==> config.mk <==
export PLATFORM = sky130hd
export DESIGN_NAME = ex_mem_skid_stage
export DESIGN_NICKNAME = d
export VERILOG_FILES = /design/src/rtl/ex_mem_skid_stage.sv
export SDC_FILE = /design/constraint.sdc
export NUM_CORES = 1
export LEC_CHECK = 0
export ABC_CLOCK_PERIOD_IN_PS = 3900
export BUFFER_PORTS_ARGS = -buffer_cell sky130_fd_sc_hd__buf_2
export CORE_MARGIN = 2
export CORE_UTILIZATION = 45
export DETAILED_ROUTE_END_ITERATION = 16
export PLACE_DENSITY = 0.68
export SYNTH_ARGS = -nofsm -noshare
export SYNTH_HDL_FRONTEND = slang
export SYNTH_SLANG_ARGS = --single-unit
==> constraint.sdc <==
create_clock -name clk -period 3.9 [get_ports clk]
set_input_delay 0.78 -clock clk [delete_from_list [all_inputs] [get_ports clk]]
set_output_delay 0.78 -clock clk [all_outputs]
set_load 0.005 [all_outputs]
==> src/rtl/ex_mem_skid_stage.sv <==
// ex_mem_skid_stage: EX/MEM boundary register with valid/ready backpressure.
// A 2-entry skid buffer (main + skid) keeps in_ready purely registered, so a
// stalling memory stage never creates a combinational ready path into EX.
// Optional: define EX_MEM_STALL_CNT_EN to add the 32-bit stallCnt output.
module ex_mem_skid_stage #(
    parameter int DATA_W = 32,
    parameter int DEST_W = 4
) (
    input  logic              clk,
    input  logic              rst,
    input  logic              flush,
    input  logic              in_valid,
    output logic              in_ready,
    input  logic              wbEnIn,
    input  logic              memREnIn,
    input  logic              memWEnIn,
    input  logic [DATA_W-1:0] aluResIn,
    input  logic [DATA_W-1:0] valRmIn,
    input  logic [DEST_W-1:0] destIn,
    output logic              out_valid,
    input  logic              out_ready,
    output logic              wbEnOut,
    output logic              memREnOut,
    output logic              memWEnOut,
    output logic [DATA_W-1:0] aluResOut,
    output logic [DATA_W-1:0] valRmOut,
    output logic [DEST_W-1:0] destOut
`ifdef EX_MEM_STALL_CNT_EN
    ,
    output logic [31:0]       stallCnt
`endif
);

    typedef struct packed {
        logic              wb;
        logic              mr;
        logic              mw;
        logic [DATA_W-1:0] alu;
        logic [DATA_W-1:0] rm;
        logic [DEST_W-1:0] dest;
    } beat_t;

    // EMPTY: main invalid; ONE: main valid only; FULL: main and skid valid.
    typedef enum logic [1:0] {EMPTY, ONE, FULL} state_t;

    state_t state, state_nxt;
    beat_t  main_q, skid_q, in_beat;
    logic   push, pop;
    logic   load_main_in, load_main_skid, load_skid;

    assign in_beat   = '{wb: wbEnIn, mr: memREnIn, mw: memWEnIn,
                         alu: aluResIn, rm: valRmIn, dest: destIn};

    // Both handshake signals come straight from the state flops.
    assign out_valid = (state != EMPTY);
    assign in_ready  = (state != FULL);
    assign push      = in_valid & in_ready;
    assign pop       = out_valid & out_ready;

    // Control bits are qualified so a bubble never carries a stale write.
    assign wbEnOut   = main_q.wb & out_valid;
    assign memREnOut = main_q.mr & out_valid;
    assign memWEnOut = main_q.mw & out_valid;
    assign aluResOut = main_q.alu;
    assign valRmOut  = main_q.rm;
    assign destOut   = main_q.dest;

    // Next-state and entry-load decode; flush squashes everything to EMPTY.
    always_comb begin
        state_nxt      = state;
        load_main_in   = 1'b0;
        load_main_skid = 1'b0;
        load_skid      = 1'b0;
        unique case (state)
            EMPTY: if (push) begin
                state_nxt    = ONE;
                load_main_in = 1'b1;
            end
            ONE: begin
                if (push && pop) begin
                    load_main_in = 1'b1;
                end else if (push) begin
                    state_nxt = FULL;
                    load_skid = 1'b1;
                end else if (pop) begin
                    state_nxt = EMPTY;
                end
            end
            FULL: if (pop) begin
                state_nxt      = ONE;
                load_main_skid = 1'b1;
            end
            default: state_nxt = EMPTY;
        endcase
        if (flush) begin
            state_nxt      = EMPTY;
            load_main_in   = 1'b0;
            load_main_skid = 1'b0;
            load_skid      = 1'b0;
        end
    end

    // State register.
    always_ff @(posedge clk) begin
        if (!rst) state <= EMPTY;
        else      state <= state_nxt;
    end

    // Entry storage; data is left untouched on flush since valid bits gate it.
    always_ff @(posedge clk) begin
        if (!rst) begin
            main_q <= '0;
            skid_q <= '0;
        end else begin
            if (load_main_in)        main_q <= in_beat;
            else if (load_main_skid) main_q <= skid_q;
            if (load_skid)           skid_q <= in_beat;
        end
    end

`ifdef EX_MEM_STALL_CNT_EN
    // Counts cycles where a beat waits on downstream; survives flush, wraps.
    always_ff @(posedge clk) begin
        if (!rst)                        stallCnt <= '0;
        else if (out_valid && !out_ready) stallCnt <= stallCnt + 32'd1;
    end
`endif

endmodule
==> results of run 1 <==
[routing by layer]
metal	part of all wire	GRT usage	vias to the layer above
li1	-	-	2889
met1	0.47	0.265	2739
met2	0.47	0.335	149
met3	0.049	0.0441	19
met4	0.013	0.0735	0
met5	0	0	-
[layout by cell type (no fill, tap or decap), types with 11 or more instances in the layout]
master,netlist,final
a21boi_1,11,11
nand2_1,144,143
o31ai_2,48,48
a31oi_1,71,71
clkbuf_16,0,17
o31ai_1,21,21
o21ai_0,61,61
nand3_1,71,71
a21boi_0,60,60
buf_2,25,147
dfxtp_1,144,144
[flip-flops by register name, summed over array words and instances (netlist names)]
name,flops
destOut,4
state,2
skid_q,71
main_q,3
aluResOut,32
valRmOut,32
[final cells by class]
cell class / count / area [sq um] / share of cell area
Timing Repair Buffer: 162 / 911 / 0.116
Sequential cell: 144 / 2880 / 0.368
Inverter: 1 / 3.75 / 0.000479
Multi-Input combinational cell: 518 / 3210 / 0.409
Tap cell: 188 / 235 / 0.0300
Clock buffer: 22 / 464 / 0.0592
Clock inverter: 10 / 135 / 0.0172
[worst min-delay path by stage]
stage | from | endpoint | slack (ns) | depth (start not counted)
6_report | skid_q[49]$_SDFFE_PN0P_ | aluResOut[13]$_SDFFE_PN0P_ | 0.46 | 2
5_1_grt | skid_q[27]$_SDFFE_PN0P_ | valRmOut[23]$_SDFFE_PN0P_ | 0.48 | 2
4_1_cts | skid_q[14]$_SDFFE_PN0P_ | valRmOut[10]$_SDFFE_PN0P_ | 0.46 | 2
3_5_place_dp | skid_q[14]$_SDFFE_PN0P_ | valRmOut[10]$_SDFFE_PN0P_ | 0.46 | 2
3_3_place_gp | skid_q[69]$_SDFFE_PN0P_ | main_q[69]$_SDFFE_PN0P_ | 0.45 | 2
2_1_floorplan | skid_q[64]$_SDFFE_PN0P_ | aluResOut[28]$_SDFFE_PN0P_ | 0.44 | 2
[stage by stage]
stage                util  cells  instance area [sq um]  setup slack (ns)  hold slack (ns)
floorplan               -    819                   7020              2.01            0.443
global placement    0.476   1013                   7240              1.29            0.453
detailed placement  0.476   1013                   7240              1.24            0.457
CTS                 0.516   1045                   7840              1.61            0.464
global route        0.516   1045                   7840              1.41            0.476
finish              0.516   1045                   7840              1.63            0.462
[tightest hold or removal path: stages (launching register included)]
cell     delay (ns)
dfxtp_1        0.30
nand2_1        0.05
a31oi_1        0.07
[power breakdown]
part	internal (uW)	leakage [uW]	switching, uW	total [uW]
Sequential	1530	0.00117	30.6	1560
Clock	1040	0.000282	604	1640
Combinational	146	0.00140	206	352
Total	2710	0.00286	841	3550
[kinds of logic (layout without fill, tap and decap cells)]
| kind of cell | Yosys count | count (layout) | share of synthesized area |
|---|---|---|---|
| flops | 144 | 144 | 0.411 |
| buf+inv | 157 | 195 | 0.137 |
| simple gates | 230 | 230 | 0.143 |
| mux | 1 | 1 | 0.00143 |
| compound gates | 287 | 287 | 0.307 |
==> results.yml, run 1 <==
run_status:
  run_status: "complete, no violations"
grt:
  antenna_found_initial: 0
  grt_max_degree: 72
  grt_overflow: 0
  grt_usage: 0.204
  grt_pass1_wl_um: 27200
  grt_pass1_vias: 5410
clock_network:
  cts_resized: 0
  clock_sinks: 144
  numCtsBuffers: 17
  clock_latency_ns: 0.41
  cts_max_level: 4
  post_cts_buffers: 0
  ctsHoldBuffers: 0
  path_clk_slew_ns: 0.06
  root_buffer: "clkbuf_16"
  cts_tree: "built"
  clk_path_buf_depth: 2
route:
  drt_iter0_drc: 455
  viasPerCell: 5.55
  vias: 5796
  routed_wl_um: 16700
  drc: 0
  ant_nets: 0
  wire_per_inst_um: 16.0
  dr.pass1.iters: 5
finish:
  num-nets-final: 920
  fill_cells: 1440
  diodes: 0
  syn2layout_area_growth_pct: 11.7
  drive_above_1_share: 0.292
critical_path:
  crit_chain: "or3b_4 -> buf_4 -> o21ai_0 -> a21boi_0"
  slowest_stage: "or3b_4"
  crit_arrival_ns: 2.60
  r2r-start: "state[1]$_SDFFE_PP0P_"
  setup.worst_path.start: "state[1]$_SDFFE_PP0P_"
  critPathLaunchType: "register"
  path_class: "register to register"
  reg2reg_slack_ns: 1.63
  crit_fanout: 62
  endpoint_kind: "register"
  worstReg2RegEnd: "skid_q[17]$_SDFFE_PN0P_"
  path_buf_inv: 1
  reg2reg_depth: 4
  critPathTopFamily: "simple AND/OR/NAND/NOR gates"
  critPathCapture: "skid_q[17]$_SDFFE_PN0P_"
  critPathMaxStageDelay_ns: 0.82
  path_depth: 4
  worstPathRequired_ns: 4.23
timing:
  final.setup.tns_ns: 0
  slew_headroom: 0.378
  min_period_ns: 2.27
  finalCritPeriodShare: 0.582
  rsz0062_at_grt: "false"
  skew_ns: 0.00676
  worst_pin_slew_ns: 0.933
  setup_violations: 0
  max_freq_ghz: 0.441
  hold_viol_final: 0
  slew_viol_final: 0
die:
  ios: 149
  design.die.area_sq_um: 16600
  start_util: 0.462
  core_area_sq_um: 15200
  die_w_um: 129
  fp-row-count: 45
  die_h_um: 129
placement:
  portBuffers: 148
  place_congestion: 0.751
  dp_hpwl_um: 9690
pwr:
  ir_drop_mv: 0.262
  leakage_uw: 0.00286
  p_total_uw: 3550
  power_density_nw_per_um2: 453
flow_run:
  drv_cap: 0
yosys:
  syn_nets: 895
  yosys_warnings: 0
  synth_edf_count: 0
  yosysSeqAreaShare: 0.411
  ys_types: 33
  synthFlopType: "dfxtp_1"
  avgSynthCellArea_sq_um: 8.57
  syn_area_sq_um: 7020
  synth.top_cells.by_area: "dfxtp_1 41%, o31ai_2 8.6%, nand2_1 7.7%, buf_4 7.4%, a21boi_0 6.4%"
  synth-seq-cells: 144
  synthTopCellsByCount: "144 x dfxtp_1, 144 x nand2_1, 71 x a31oi_1, 71 x nand3_1, 69 x buf_4"
  async_reset_ff_frac: 0
  synth_cells: 819
  yosys.area.top_type_share: 0.411
  yosys.area.top_type: "dfxtp_1"
worst_hold_path:
  hp-class: "register to register"
Note: power is estimated with default switching activity, not from simulation.
==> run 2: changes to the inputs <==
--- a/config.mk
+++ b/config.mk
@@ -5,12 +5,12 @@
 export SDC_FILE = /design/constraint.sdc
 export NUM_CORES = 1
 export LEC_CHECK = 0
-export ABC_CLOCK_PERIOD_IN_PS = 3900
+export ABC_CLOCK_PERIOD_IN_PS = 2050
 export BUFFER_PORTS_ARGS = -buffer_cell sky130_fd_sc_hd__buf_2
 export CORE_MARGIN = 2
 export CORE_UTILIZATION = 45
 export DETAILED_ROUTE_END_ITERATION = 16
-export PLACE_DENSITY = 0.68
+export PLACE_DENSITY = 0.7
 export SYNTH_ARGS = -nofsm -noshare
 export SYNTH_HDL_FRONTEND = slang
 export SYNTH_SLANG_ARGS = --single-unit
==> constraint.sdc (replaced) <==
create_clock -name clk -period 2.05 [get_ports clk]
set_input_delay 0.41 -clock clk [delete_from_list [all_inputs] [get_ports clk]]
set_output_delay 0.41 -clock clk [all_outputs]
set_load 0.005 [all_outputs]
==> run 2 against run 1 <==
  * Global-route usage is essentially flat
  * Critical path depth unchanged
  * Sequential power grew 90%
  * Maximum frequency increased by 21%
  * Largest cell class unchanged
==> results.yml, run 2 (synthesis results as in run 1) <==
clock_network:
  numCtsBuffers: 17
  cts_max_level: 4
  clk_path_buf_depth: 2
  clock_latency_ns: 0.41
  cts_tree: "built"
  ctsHoldBuffers: 0
  clock_sinks: 144
  cts_resized: 0
  root_buffer: "clkbuf_16"
  post_cts_buffers: 0
  path_clk_slew_ns: 0.06
finish:
  num-nets-final: 925
  stdcell_count: 1051
  syn2layout_area_growth_pct: 14.4
  final_common_cell: "buf_2"
  drive_above_1_share: 0.296
  fin_area_sq_um: 8030
  final_cell_mix: "147 x buf_2, 144 x dfxtp_1, 143 x nand2_1"
  top_register: "skid_q"
  largest_reg_flops: 71
grt:
  grt_overflow: 0
  grt_pass1_vias: 5354
  grt_pass1_wl_um: 27400
  antenna_found_initial: 0
  grt_usage: 0.204
  grt_max_degree: 143
timing:
  slew_headroom: 0.498
  hold_viol_final: 0
  setup_violations: 0
  rsz0062_at_grt: "false"
  max_freq_ghz: 0.534
  finalCritPeriodShare: 0.914
  layout_setup_ws_ns: 0.177
  final.setup.tns_ns: 0
  slew_viol_final: 0
  finalHoldWorstSlack_ns: 0.263
  worst_pin_slew_ns: 0.753
  skew_ns: 0.0195
  min_period_ns: 1.87
pwr:
  clockPowerShare: 0.474
  power_density_nw_per_um2: 870
  comb_power_share: 0.100
  power_frac_seq: 0.426
  switching_power_uw: 1630
  ir_drop_mv: 0.556
  sw_frac_of_total: 0.234
  cellInternalPower_uw: 5350
  leakage_uw: 0.00296
run_status:
  run_status: "complete, no violations"
route:
  dr.pass1.iters: 4
  wl_met3_um: 717
  drc: 0
  routed_wl_um: 17100
  highest_layer: "met4"
  wirelength_met1_um: 7990
  route.met2.wl_um: 8120
  ant_nets: 0
  wire_per_inst_um: 16.2
  drt_iter0_drc: 446
  viasPerCell: 5.53
  vias: 5809
critical_path:
  critPathTopFamily: "flip-flops"
  crit_fanout: 142
  slowest_stage: "dfxtp_1"
  path_buf_inv: 1
  worstPathRequired_ns: 2.38
  path_depth: 4
  setup.worst_path.start: "state[1]$_SDFFE_PP0P_"
  critPathLaunchType: "register"
  worstReg2RegEnd: "skid_q[31]$_SDFFE_PN0P_"
  crit_chain: "or3b_4 -> buf_12 -> o21ai_0 -> a21boi_0"
  crit_arrival_ns: 2.20
  reg2reg_depth: 4
  critPathCapture: "skid_q[31]$_SDFFE_PN0P_"
  critPathMaxStageDelay_ns: 0.55
  r2r-start: "state[1]$_SDFFE_PP0P_"
  endpoint_kind: "register"
  path_class: "register to register"
  reg2reg_slack_ns: 0.18
placement:
  placed_cell_area_sq_um: 7390
  portBuffers: 148
  place_congestion: 0.725
  place_inst: 1018
  dp_hpwl_um: 10000
  dp_worst_setup_slack_ns: 0.252
die:
  fp-row-count: 45
  die_h_um: 129
  core_area_sq_um: 15200
  start_util: 0.462
  design.die.area_sq_um: 16600
  die_w_um: 129
  ios: 149
worst_hold_path:
  hp-class: "primary input to register"
  hold_path_depth: 3
flow_run:
  drv_cap: 0
==> run 2: changes by cell type in the layout (fill, tap and decap cells not counted) <==
cell        previous run  this run
buf_12                 5        14
buf_4                 10         6
clkinvlp_4             4         1
clkinv_4               0         2
bufinv_16              3         4
clkbuf_8               2         3
clkinv_2               3         2
diode_2                0         1
==> run 2: metrics by stage <==
stage / util / power [uW]
floorplan: - / 3540
global placement: 0.486 / 3720
detailed placement: 0.486 / 3730
CTS: 0.528 / 7040
global route: 0.528 / 7220
finish: 0.528 / 6980
==> run 2: area by class of cell <==
| cell class | count | area (sq um) |
|---|---|---|
| Sequential cell | 144 | 2880 |
| Multi-Input combinational cell | 518 | 3210 |
| Timing Repair Buffer | 167 | 1060 |
| Tap cell | 188 | 235 |
| Inverter | 1 | 3.75 |
| Clock inverter | 9 | 155 |
| Clock buffer | 23 | 478 |
| Antenna cell | 1 | 2.50 |
| Fill cell | 1416 | 7180 |
==> run 2: worst min-delay path by stage <==
stage                             from                          to  slack (ns)
6_report                   valRmIn[13]     skid_q[17]$_SDFFE_PN0P_        0.26
5_1_grt                   aluResIn[15]     skid_q[51]$_SDFFE_PN0P_        0.26
4_1_cts                   aluResIn[15]     skid_q[51]$_SDFFE_PN0P_        0.25
3_5_place_dp   skid_q[21]$_SDFFE_PN0P_   valRmOut[17]$_SDFFE_PN0P_        0.46
3_3_place_gp   skid_q[66]$_SDFFE_PN0P_  aluResOut[30]$_SDFFE_PN0P_        0.45
2_1_floorplan  skid_q[64]$_SDFFE_PN0P_  aluResOut[28]$_SDFFE_PN0P_        0.44
==> run 2: power groups by stage <==
stage / Sequential, uW / Combinational [uW] / Clock [uW]
2_1_floorplan: 3010 / 527 / 0
3_3_place_gp: 3030 / 694 / 0
3_5_place_dp: 3030 / 701 / 0
4_1_cts: 2970 / 703 / 3360
5_1_grt: 2980 / 768 / 3470
6_report: 2970 / 699 / 3310
==> run 2: layer usage <==
layer  global-route usage  vias up
li1                     -     2914
met1                0.264     2753
met2                0.336      126
met3               0.0387       16
met4               0.0806        0
met5                    0        -
==> run 2: worst register-to-register path, stage by stage, from the launching register on <==
cell	delay, ns
dfxtp_1	0.55
or3b_4	0.22
buf_12	0.47
o21ai_0	0.32
a21boi_0	0.22
